==> src/rtl/udc_hb_ssd_pkg.sv <==
// Shared definitions for the up/down counter seven-segment display block.
// Holds the count-mode encodings, the active-low glyph table for hex digits
// 0..F in {g,f,e,d,c,b,a} order, the blanking pattern and a helper that
// returns the highest legal digit value for a given mode.
package udc_hb_ssd_pkg;

  typedef enum logic {
    MODE_HEX = 1'b0,
    MODE_BCD = 1'b1
  } mode_t;

  // Active-low segment glyphs, bit order {g,f,e,d,c,b,a}
  localparam logic [6:0] SEG_0 = 7'b1000000;
  localparam logic [6:0] SEG_1 = 7'b1111001;
  localparam logic [6:0] SEG_2 = 7'b0100100;
  localparam logic [6:0] SEG_3 = 7'b0110000;
  localparam logic [6:0] SEG_4 = 7'b0011001;
  localparam logic [6:0] SEG_5 = 7'b0010010;
  localparam logic [6:0] SEG_6 = 7'b0000010;
  localparam logic [6:0] SEG_7 = 7'b1111000;
  localparam logic [6:0] SEG_8 = 7'b0000000;
  localparam logic [6:0] SEG_9 = 7'b0010000;
  localparam logic [6:0] SEG_A = 7'b0001000;
  localparam logic [6:0] SEG_B = 7'b0000011;
  localparam logic [6:0] SEG_C = 7'b1000110;
  localparam logic [6:0] SEG_D = 7'b0100001;
  localparam logic [6:0] SEG_E = 7'b0000110;
  localparam logic [6:0] SEG_F = 7'b0001110;

  // All segments off
  localparam logic [6:0] SEG_BLANK = 7'h7F;

  localparam logic [3:0] HEX_DIGIT_MAX = 4'hF;
  localparam logic [3:0] BCD_DIGIT_MAX = 4'h9;

  // Highest value a single digit may hold in the given mode
  function automatic logic [3:0] digit_max(input mode_t mode);
    logic [3:0] result;
    case (mode)
      MODE_HEX: result = HEX_DIGIT_MAX;
      MODE_BCD: result = BCD_DIGIT_MAX;
      default:  result = HEX_DIGIT_MAX;
    endcase
    return result;
  endfunction

endpackage

==> src/rtl/udc_hb_ssd_mux_dec.sv <==
// Hex-to-seven-segment decoder.
// Ports:
//   nibble - 4-bit value 0..F to display
//   seg    - active-low segments {g,f,e,d,c,b,a}
module hex_ssd_dec
  import udc_hb_ssd_pkg::*;
(
  input  logic [3:0] nibble,
  output logic [6:0] seg
);

  // Glyph lookup for one nibble
  always_comb begin
    case (nibble)
      4'h0:    seg = SEG_0;
      4'h1:    seg = SEG_1;
      4'h2:    seg = SEG_2;
      4'h3:    seg = SEG_3;
      4'h4:    seg = SEG_4;
      4'h5:    seg = SEG_5;
      4'h6:    seg = SEG_6;
      4'h7:    seg = SEG_7;
      4'h8:    seg = SEG_8;
      4'h9:    seg = SEG_9;
      4'hA:    seg = SEG_A;
      4'hB:    seg = SEG_B;
      4'hC:    seg = SEG_C;
      4'hD:    seg = SEG_D;
      4'hE:    seg = SEG_E;
      4'hF:    seg = SEG_F;
      default: seg = SEG_BLANK;
    endcase
  end

endmodule

==> src/rtl/udc_hb_ssd_mux.sv <==
// Multi-digit up/down counter (hex or BCD) driving a multiplexed
// seven-segment display with optional leading-zero blanking.
// Ports:
//   udc_hb_ssd_clk        - clock, all state on rising edge
//   udc_hb_ssd_rst        - asynchronous active-low reset
//   udc_hb_ssd_en         - count enable
//   udc_hb_ssd_dir        - count direction, 1 up / 0 down
//   udc_hb_ssd_sel        - mode select, 0 hex / 1 BCD
//   udc_hb_ssd_blank_en   - leading-zero blanking enable
//   udc_hb_ssd_status_led - {sel, dir, en}, combinational mirror
//   udc_hb_ssd_count      - packed count, digit 0 in bits [3:0]
//   udc_hb_ssd_wrap       - one-clock pulse on count wrap-around
//   udc_hb_ssd_cc         - registered active-low cathodes {g,f,e,d,c,b,a}
//   udc_hb_ssd_an         - registered active-low one-hot anodes
module udc_hb_ssd_mux
  import udc_hb_ssd_pkg::*;
#(
  parameter int DIGITS             = 4,
  parameter int clk_counter_value  = 0,
  parameter int scan_counter_value = 0
) (
  input  logic                  udc_hb_ssd_clk,
  input  logic                  udc_hb_ssd_rst,
  input  logic                  udc_hb_ssd_en,
  input  logic                  udc_hb_ssd_dir,
  input  logic                  udc_hb_ssd_sel,
  input  logic                  udc_hb_ssd_blank_en,
  output logic [2:0]            udc_hb_ssd_status_led,
  output logic [4*DIGITS-1:0]   udc_hb_ssd_count,
  output logic                  udc_hb_ssd_wrap,
  output logic [6:0]            udc_hb_ssd_cc,
  output logic [DIGITS-1:0]     udc_hb_ssd_an
);

  // Counter widths; a divider value of 0 still needs one bit of storage
  localparam int TW  = (clk_counter_value > 0) ? $clog2(clk_counter_value + 1) : 1;
  localparam int SCW = (scan_counter_value > 0) ? $clog2(scan_counter_value + 1) : 1;
  localparam int SW  = (DIGITS > 1) ? $clog2(DIGITS) : 1;

  localparam logic [TW-1:0]  TICK_LAST = TW'(clk_counter_value);
  localparam logic [SCW-1:0] SCAN_LAST = SCW'(scan_counter_value);
  localparam logic [SW-1:0]  IDX_LAST  = SW'(DIGITS - 1);

  logic [TW-1:0]          tick_cnt;
  logic                   tick;
  logic [4*DIGITS-1:0]    count;
  mode_t                  mode;
  logic                   wrap;
  logic [SCW-1:0]         scan_cnt;
  logic                   scan_tick;
  logic [SW-1:0]          scan_idx;
  logic [DIGITS-1:0]      an;
  logic [6:0]             cc;

  logic [4*DIGITS-1:0]    count_step;
  logic                   step_carry;
  logic [3:0]             step_max;
  logic [3:0]             step_dig;
  logic [DIGITS-1:0]      blank_vec;
  logic                   upper_zero;
  logic [3:0]             scan_nib;
  logic                   scan_blank;
  logic [DIGITS-1:0]      an_next;
  logic [6:0]             seg_glyph;
  mode_t                  sel_mode;

  assign udc_hb_ssd_status_led = {udc_hb_ssd_sel, udc_hb_ssd_dir, udc_hb_ssd_en};
  assign udc_hb_ssd_count      = count;
  assign udc_hb_ssd_wrap       = wrap;
  assign udc_hb_ssd_cc         = cc;
  assign udc_hb_ssd_an         = an;

  assign tick      = (tick_cnt == TICK_LAST);
  assign scan_tick = (scan_cnt == SCAN_LAST);
  assign sel_mode  = mode_t'(udc_hb_ssd_sel);

  // Tick divider: counts 0..clk_counter_value, tick on the terminal value
  always_ff @(posedge udc_hb_ssd_clk or negedge udc_hb_ssd_rst) begin
    if (!udc_hb_ssd_rst) begin
      tick_cnt <= '0;
    end else if (tick) begin
      tick_cnt <= '0;
    end else begin
      tick_cnt <= tick_cnt + TW'(1);
    end
  end

  // One-step increment/decrement with carry/borrow rippling across every
  // digit in the same clock; the carry out of the top digit is the wrap.
  always_comb begin
    count_step = count;
    step_carry = 1'b1;
    step_max   = digit_max(mode);
    step_dig   = 4'd0;
    for (int i = 0; i < DIGITS; i++) begin
      step_dig = count[4*i +: 4];
      if (step_carry) begin
        if (udc_hb_ssd_dir) begin
          if (step_dig >= step_max) begin
            count_step[4*i +: 4] = 4'd0;
            step_carry           = 1'b1;
          end else begin
            count_step[4*i +: 4] = step_dig + 4'd1;
            step_carry           = 1'b0;
          end
        end else begin
          if (step_dig == 4'd0) begin
            count_step[4*i +: 4] = step_max;
            step_carry           = 1'b1;
          end else begin
            count_step[4*i +: 4] = step_dig - 4'd1;
            step_carry           = 1'b0;
          end
        end
      end else begin
        count_step[4*i +: 4] = step_dig;
      end
    end
  end

  // Count, mode copy and wrap pulse; a mode change clears the count and
  // wins over a coincident tick so a half-converted value is never seen.
  always_ff @(posedge udc_hb_ssd_clk or negedge udc_hb_ssd_rst) begin
    if (!udc_hb_ssd_rst) begin
      count <= '0;
      mode  <= MODE_HEX;
      wrap  <= 1'b0;
    end else if (mode != sel_mode) begin
      count <= '0;
      mode  <= sel_mode;
      wrap  <= 1'b0;
    end else if (tick && udc_hb_ssd_en) begin
      count <= count_step;
      mode  <= mode;
      wrap  <= step_carry;
    end else begin
      count <= count;
      mode  <= mode;
      wrap  <= 1'b0;
    end
  end

  // Scan divider and digit index, free-running regardless of count enable
  always_ff @(posedge udc_hb_ssd_clk or negedge udc_hb_ssd_rst) begin
    if (!udc_hb_ssd_rst) begin
      scan_cnt <= '0;
      scan_idx <= '0;
    end else if (scan_tick) begin
      scan_cnt <= '0;
      if (scan_idx == IDX_LAST) begin
        scan_idx <= '0;
      end else begin
        scan_idx <= scan_idx + SW'(1);
      end
    end else begin
      scan_cnt <= scan_cnt + SCW'(1);
      scan_idx <= scan_idx;
    end
  end

  // Leading-zero map: a digit is blanked when it and every digit above it
  // are zero; digit 0 is always shown so a zero count still reads "0".
  always_comb begin
    blank_vec  = '0;
    upper_zero = 1'b1;
    for (int i = DIGITS - 1; i >= 0; i--) begin
      upper_zero = upper_zero && (count[4*i +: 4] == 4'd0);
      if (i == 0) begin
        blank_vec[i] = 1'b0;
      end else begin
        blank_vec[i] = udc_hb_ssd_blank_en && upper_zero;
      end
    end
  end

  // Scan mux: pick the nibble, blank flag and anode for the current index
  always_comb begin
    scan_nib   = 4'd0;
    scan_blank = 1'b0;
    an_next    = '1;
    for (int i = 0; i < DIGITS; i++) begin
      if (scan_idx == SW'(i)) begin
        scan_nib   = count[4*i +: 4];
        scan_blank = blank_vec[i];
        an_next[i] = 1'b0;
      end else begin
        an_next[i] = 1'b1;
      end
    end
  end

  hex_ssd_dec u_hex_ssd_dec (
    .nibble (scan_nib),
    .seg    (seg_glyph)
  );

  // Registered display drive, one clock behind the scan index
  always_ff @(posedge udc_hb_ssd_clk or negedge udc_hb_ssd_rst) begin
    if (!udc_hb_ssd_rst) begin
      an <= '1;
      cc <= SEG_BLANK;
    end else begin
      an <= an_next;
      cc <= scan_blank ? SEG_BLANK : seg_glyph;
    end
  end

endmodule

==> config.mk <==
export PLATFORM = sky130hd
export DESIGN_NAME = udc_hb_ssd_mux
export DESIGN_NICKNAME = d
export VERILOG_FILES = /design/src/rtl/udc_hb_ssd_pkg.sv /design/src/rtl/udc_hb_ssd_mux_dec.sv /design/src/rtl/udc_hb_ssd_mux.sv
export SDC_FILE = /design/constraint.sdc
export NUM_CORES = 1
export LEC_CHECK = 0
export CAP_MARGIN = 20
export CORE_MARGIN = 2
export CORE_UTILIZATION = 37
export CTS_CLUSTER_DIAMETER = 30
export DETAILED_ROUTE_END_ITERATION = 12
export GPL_ROUTABILITY_DRIVEN = 0
export PLACE_DENSITY = 0.57
export SLEW_MARGIN = 20
export SYNTH_ARGS = -nofsm -noshare
export SYNTH_HDL_FRONTEND = slang
export SYNTH_SLANG_ARGS = --single-unit
==> constraint.sdc <==
create_clock -name udc_hb_ssd_clk -period 2.3 [get_ports udc_hb_ssd_clk]
set_input_delay 0.46 -clock udc_hb_ssd_clk [delete_from_list [all_inputs] [get_ports udc_hb_ssd_clk]]
set_output_delay 0.46 -clock udc_hb_ssd_clk [all_outputs]
set_load 0.03 [all_outputs]
==> impl_results.md, run 1 <==
- Detailed Routing Iterations Pass 1: 4
- Start of the worst register-to-register path: udc_hb_ssd_count[1]$_DFFE_PN0P_
- Synthesized flop and latch total: 31
- Category of the worst setup path capture point: flip-flop
- Startpoint type of the worst setup path: flip-flop
- Hold path depth: 1
- Number of design rule violations left after detail routing: 0
- Logic depth of the worst register-to-register path: 8
- Via-to-Cell Ratio: 5.39
- Number of H-tree branching levels: 2
- Reg-to-Reg End: udc_hb_ssd_count[15]$_DFFE_PN0P_
- Post-synth design cell area: 2670 um2
- GRT Resource Usage Total: 18.8%
- Final Setup Violations: 0
- Post-route antenna net violation count: 0
- Clock root buffer: clkbuf_8
- Per-cell routed wire length: 14.8 um
- TritonCTS Buffers: 5
- Number of diodes: 0
- Largest buffer count on any clock path: 2
- Initial core utilization: 38.8%
- Area of the multi-input gates: 1660 um2
- Data arrival time at the worst-slack endpoint: 2320 ps
- Type of the setup path with the least slack: reg -> reg
- Number of hold violations in the final report: 0
- Post-Syn Instances: 313
- Core Region: 6870 um2
- Post-synth EDFFs: 0
- NumNets Final: 404
- Largest cells by area after synthesis: dfrtp_1 19%, ha_1 14%, dfstp_2 11%, a21oi_1 5.3%, nand2_1 4.1%
- Share of the clock period used by the worst path after layout: 93.0%
- Filler cell count: around 690
- Worst-skew pair later-pin latency: 290 ps
- HPWL Detailed: 5140 um
- Largest net degree at the start of global routing: 32
- Area added between synthesis and finish: 27.1%
- Max_cap viols: 0
- Largest area contributor in the netlist: dfrtp_1
- IR drop worst, VDD: 467 uV
- Share of post-route cells with drive strength above 1: 20.8%
- TritonCTS clock tree: yes
- Maximum fanout along the worst path: 7
- Family with the most delay on the worst path: compound AO/OA/AOI/OAI gates
- Worst-path cell with the longest stage delay: dfrtp_1
- Hold/Removal Path Class: reg -> reg
- Total power per unit cell area: 697 nW/um2
- Max-Slew Margin vs Limit: roughly 72%
- Finished layout cell area: 3390 um2
- Delay contributed by the slowest stage of the critical path: 470 ps
- Fmax: 0.468 GHz
- Via Count: 2,511
- Post-layout minimum cycle time: 2140 ps
- Run status: completed
- Full die area: 7900 um2
- Post-synthesis cell type count: 63
- Cell Count, Final, Fillers Out: 466
- Area occupied by registers: about 790 um2
- Power Total: 2.36 mW
- Number of antenna violations at the first check in global routing: 0
- Most frequent CP cell: buf_4
- Aggregate global routing overflow: 0
- Area of placed instances: 3260 um2
- Row cnt: 30
- Synth warnings: 0
- Vias in the first global route: about 2,400
- Count of hold-fix buffers inserted at cts: 0
- Final Routed Wirelength: 6900 um
- Number of buffers added on ports: 36
- Cell Chain, Critical Path: ha_1 -> a211o_1 -> a31o_2 -> nand2_2 -> nor3_4 -> buf_4 -> buf_4 -> o211a_1
- Terminating pin of the worst hold path: scan_idx[0]$_DFF_PN0_
- Unrepaired setup endpoints after global routing: no
- Iteration-0 DRC count of the detailed router: 152
- Most common flop cell mapped by yosys: dfrtp_1
- Proportion of register bits with asynchronous set or reset after synthesis: 100%
- Number of ports placed on the die boundary: 37
- Die Ht: 88.9 um
- Critical path buffer and inverter count: 2
- Final max-slew violation count: 0
- TritonCTS sink count: 31
- Synthesized area divided by synthesized cell count: 8.52 um2
- Die outline width: a little under 90 um
- Most frequent cells in the layout: 38 x buf_4, 33 x clkdlybuf4s50_1, 29 x nand2_1
- Share of the yosys chip area belonging to registers: between 20 and 30%
- Post-layout util: 49.4%
- Global-route wire length before repair: 11,500 um
- Worst-case register-to-register setup slack: 160 ps
- Worst-case clock skew: 8.04 ps
- Mapped Nets: 348
- Count of placed standard cells including taps: between 400 and 500
- Transition time at the pin with the least slew margin: around 430 ps
- Leakage Power: 1.50 nW
- Required time of the worst setup path: 2480 ps
- Clock transition at path regs: about 70 ps
- Area fraction of the dominant cell type after synthesis: 18.8%
- Launch instance of the worst min-delay path: scan_idx[0]$_DFF_PN0_
- Most common library cell in the layout ignoring fill and taps: buf_4
[sequential cells by signal (all words and copies together) (netlist names)]
name              flops
mode                  1
scan_idx              2
udc_hb_ssd_an         4
udc_hb_ssd_cc         7
udc_hb_ssd_count     16
udc_hb_ssd_wrap       1
[kinds of logic after synthesis]
family          synth area share (%)
compound gates                  26.5
simple gates                    18.6
mux                             2.35
flops                           29.6
fa+ha+maj                       13.6
buf+inv                         8.72
xor+xnor                       0.657
[stage by stage]
step	setup WS, ps	setup TNS [ps]	hold WS, ps
2_1_floorplan	23.0	0	164
3_3_place_gp	-4.83	-4.83	487
3_5_place_dp	-17.3	-26.4	500
4_1_cts	106	0	511
5_1_grt	15.5	0	536
6_report	162	0	508
[where the power goes]
| part | switching, mW | total [mW] | internal (mW) | leakage (nW) |
|---|---|---|---|---|
| Sequential | 0.0513 | 0.686 | 0.634 | 0.382 |
| Combinational | 0.664 | 1.15 | 0.485 | 1.06 |
| Clock | 0.222 | 0.528 | 0.307 | 0.0594 |
[worst max-delay path by stage]
stage                                         start                          endpoint  slack [ps]  cells after the start
detailed placement                   udc_hb_ssd_dir  udc_hb_ssd_count[14]$_DFFE_PN0P_         -20                      8
finish              udc_hb_ssd_count[1]$_DFFE_PN0P_  udc_hb_ssd_count[15]$_DFFE_PN0P_         160                      8
CTS                                mode$_DFFE_PN0N_  udc_hb_ssd_count[15]$_DFFE_PN0P_         110                      9
global route                       mode$_DFFE_PN0N_   udc_hb_ssd_count[5]$_DFFE_PN0P_          20                      8
floorplan           udc_hb_ssd_count[4]$_DFFE_PN0P_  udc_hb_ssd_count[13]$_DFFE_PN0P_          20                      9
global placement                     udc_hb_ssd_dir  udc_hb_ssd_count[15]$_DFFE_PN0P_          -5                      8
[metal layers]
metal	vias up	wire length, um	GRT usage, %	share of wire, %
met5	-	0	0	0
li1	1247	-	-	-
met4	0	84	5.37	1.2
met1	1181	3080	24.4	45
met2	75	3390	32.1	49
met3	8	340	3.42	4.9
[what timing repair did]
item                                    4_1_cts  5_1_grt
setup buffers                                 0        0
endpoints found under the setup margin        0        6
resized for setup                             0        4
[Yosys cell counts (4+ instances only)]
cell / number
ha_1: 29
nand2_1: 29
a21oi_1: 28
nor2_1: 25
inv_1: 23
dfrtp_1: 20
o21ai_0: 17
dfstp_2: 11
nand3_1: 11
buf_4: 10
a31oi_1: 8
clkbuf_1: 6
nand2b_1: 6
o211ai_1: 6
o221ai_1: 6
a211oi_1: 4
buf_2: 4
mux2i_1: 4
[final cells by class]
| type | count | share of cell area [%] |
|---|---|---|
| Tap cell | 96 | 3.54 |
| Inverter | 24 | 2.66 |
| Sequential cell | 31 | 23.3 |
| Timing Repair Buffer | 71 | 18.2 |
| Multi-Input combinational cell | 236 | 49.0 |
| Clock inverter | 1 | 0.148 |
| Clock buffer | 7 | 3.17 |
Note: power is estimated with default switching activity, not from simulation.
==> inputs of run 2 (changes only) <==
- RECOVER_POWER: not set -> 100
==> run 2 against run 1 <==
Effect of this change: worst setup slack improved by 7.6 ps; final cell count did not move; clock power barely moved; critical path type unchanged; largest cell class unchanged.
==> impl_results.md, run 2 (synthesis gave the netlist of run 1 again) <==
- Core Region: 6870 um2
- Switching share of power: 40.1%
- Largest buffer count on any clock path: 2
- Worst-skew pair later-pin latency: 290 ps
- Per-cell routed wire length: 14.8 um
- Maximum fanout along the worst path: 7
- Internal portion of total power: 1.39 mW
- Number of diodes: 0
- Clock root buffer: clkbuf_8
- Initial core utilization: 38.8%
- Most common library cell in the layout ignoring fill and taps: dlygate4sd3_1
- Full die area: 7900 um2
- Startpoint type of the worst setup path: flip-flop
- Die outline width: 88.9 um
- Delay contributed by the slowest stage of the critical path: about 460 ps
- Via Count: between 2,000 and 3,000
- Number of hold violations in the final report: 0
- Number of antenna violations at the first check in global routing: 0
- Share of post-route cells with drive strength above 1: 19.7%
- Post-layout minimum cycle time: about 2100 ps
- Area occupied by registers: ~790 um2
- Most frequent cells in the layout: 31 x dlygate4sd3_1, 30 x buf_4, 29 x nand2_1
- IR drop worst, VDD: between 400 and 500 uV
- Net Sw Power: roughly 0.93 mW
- Row cnt: 30
- Required time of the worst setup path: 2480 ps
- Run status: completed
- Global-route wire length before repair: 11,500 um
- Data arrival time at the worst-slack endpoint: 2310 ps
- Most frequent CP cell: buf_4
- HPWL Detailed: between 5000 and 6000 um
- Via-to-Cell Ratio: 5.40
- Cell Chain, Critical Path: ha_1 -> a211o_1 -> a31o_2 -> nand2_2 -> nor3_4 -> buf_4 -> buf_4 -> o211a_1
- Post-route antenna net violation count: 0
- Worst hold-check slack: 508 ps
- Sum of negative setup slack: 0 ps
- Die Ht: 88.9 um
- Number of flip-flops under the largest register name: 16
- Clock transition at path regs: 70 ps
- Detailed Routing Iterations Pass 1: 4
- Number of ports placed on the die boundary: 37
- Max-Slew Margin vs Limit: around 45%
- TritonCTS sink count: 31
- Final Setup Violations: 0
- Power share of the clock group: 22.8%
- Max_cap viols: 0
- Worst-path cell with the longest stage delay: dfrtp_1
- Transition time at the pin with the least slew margin: about 830 ps
- Iteration-0 DRC count of the detailed router: 177
- Area added between synthesis and finish: 25.8%
- Category of the worst setup path capture point: flip-flop
- Unrepaired setup endpoints after global routing: no
- GRT Resource Usage Total: 18.8%
- Share of the clock period used by the worst path after layout: 92.6%
- Critical path buffer and inverter count: 2
- Filler cell count: between 600 and 700
- Aggregate global routing overflow: 0
- Number of buffers added on ports: 36
- NumNets Final: 404
- Count of hold-fix buffers inserted at cts: 0
- Largest net degree at the start of global routing: 32
- Number of H-tree branching levels: 2
- Hold/Removal Path Class: reg -> reg
- Family with the most delay on the worst path: compound AO/OA/AOI/OAI gates
- Final Routed Wirelength: 6880 um
- Leakage Power: ~1.5 nW
- Flop pwr share: between 20% and 30%
- Type of the setup path with the least slack: reg -> reg
- Vias in the first global route: 2,392
- TritonCTS clock tree: yes
- Total power per unit cell area: a little under 700 nW/um2
- TritonCTS Buffers: 5
- Area of the multi-input gates: 1650 um2
- Part of the total power dissipated in combinational logic: 47.9%
- Number of design rule violations left after detail routing: 0
- Post-layout util: 48.9%
- Fmax: 0.469 GHz
- Worst-case clock skew: 8.24 ps
- Final max-slew violation count: 0
-- run 2: cell count changes in the layout (fill, tap and decap cells not counted) --
cell             previous run  this run
dlygate4sd3_1               0        31
buf_4                      38        30
clkbuf_1                    0         4
nor4b_4                     1         0
clkbuf_2                    0         4
clkdlybuf4s50_1            33         2
nor4b_2                     0         1
-- run 2: power by group through the flow --
stage | Clock, mW | Combinational [mW] | Sequential (mW)
global route | 0.565 | 1.24 | 0.690
floorplan | 0 | 0.625 | 0.833
finish | 0.529 | 1.11 | 0.683
global placement | 0 | 1.13 | 0.695
detailed placement | 0 | 1.14 | 0.697
CTS | 0.547 | 1.14 | 0.687
-- run 2: layer usage --
layer / vias to the layer above / share of wire [%] / GRT usage [%]
met3: 8 / 5.0 / 3.42
met1: 1180 / 45 / 24.4
met2: 79 / 49 / 32.1
li1: 1249 / - / -
met5: - / 0 / 0
met4: 0 / 1.2 / 5.37
-- run 2: per-stage QoR --
stage / cells / total power [mW] / setup WS [ps] / area, um2
floorplan: 313 / 1.46 / 23.0 / 2670
global placement: 458 / 1.82 / -4.83 / 3260
detailed placement: 458 / 1.83 / -17.3 / 3260
CTS: 466 / 2.38 / 106 / 3370
global route: 466 / 2.50 / 15.1 / 3360
finish: 466 / 2.33 / 169 / 3360
-- run 2: path summary, 6_finish.rpt --
| kind | from | end | slack, ps | depth (start not counted) |
|---|---|---|---|---|
| setup / recovery | udc_hb_ssd_count[1]$_DFFE_PN0P_ | udc_hb_ssd_count[15]$_DFFE_PN0P_ | 170 | 8 |
| setup reg to reg | udc_hb_ssd_count[1]$_DFFE_PN0P_ | udc_hb_ssd_count[15]$_DFFE_PN0P_ | 170 | 8 |
| hold / removal | scan_idx[0]$_DFF_PN0_ | scan_idx[0]$_DFF_PN0_ | 510 | 1 |
| hold reg to reg | scan_idx[0]$_DFF_PN0_ | scan_idx[0]$_DFF_PN0_ | 510 | 1 |
| max in group asynchronous | udc_hb_ssd_rst | udc_hb_ssd_count[13]$_DFFE_PN0P_ | 980 | 2 |
| min in group asynchronous | udc_hb_ssd_rst | udc_hb_ssd_count[5]$_DFFE_PN0P_ | 790 | 2 |
-- run 2: what timing repair did --
item | in CTS | in global routing
resized for setup | 0 | 4
buffers inserted | 0 | 0
setup endpoints to repair | 0 | 6
-- run 2: cell type report --
cell class / count / area share [%]
multi-input cells: 236 / 49.3
flip-flops and latches: 31 / 23.5
repair buffers: 71 / 17.6
well taps: 96 / 3.58
clock buffers: 7 / 3.21
inverters: 24 / 2.68
clock inverters: 1 / 0.149
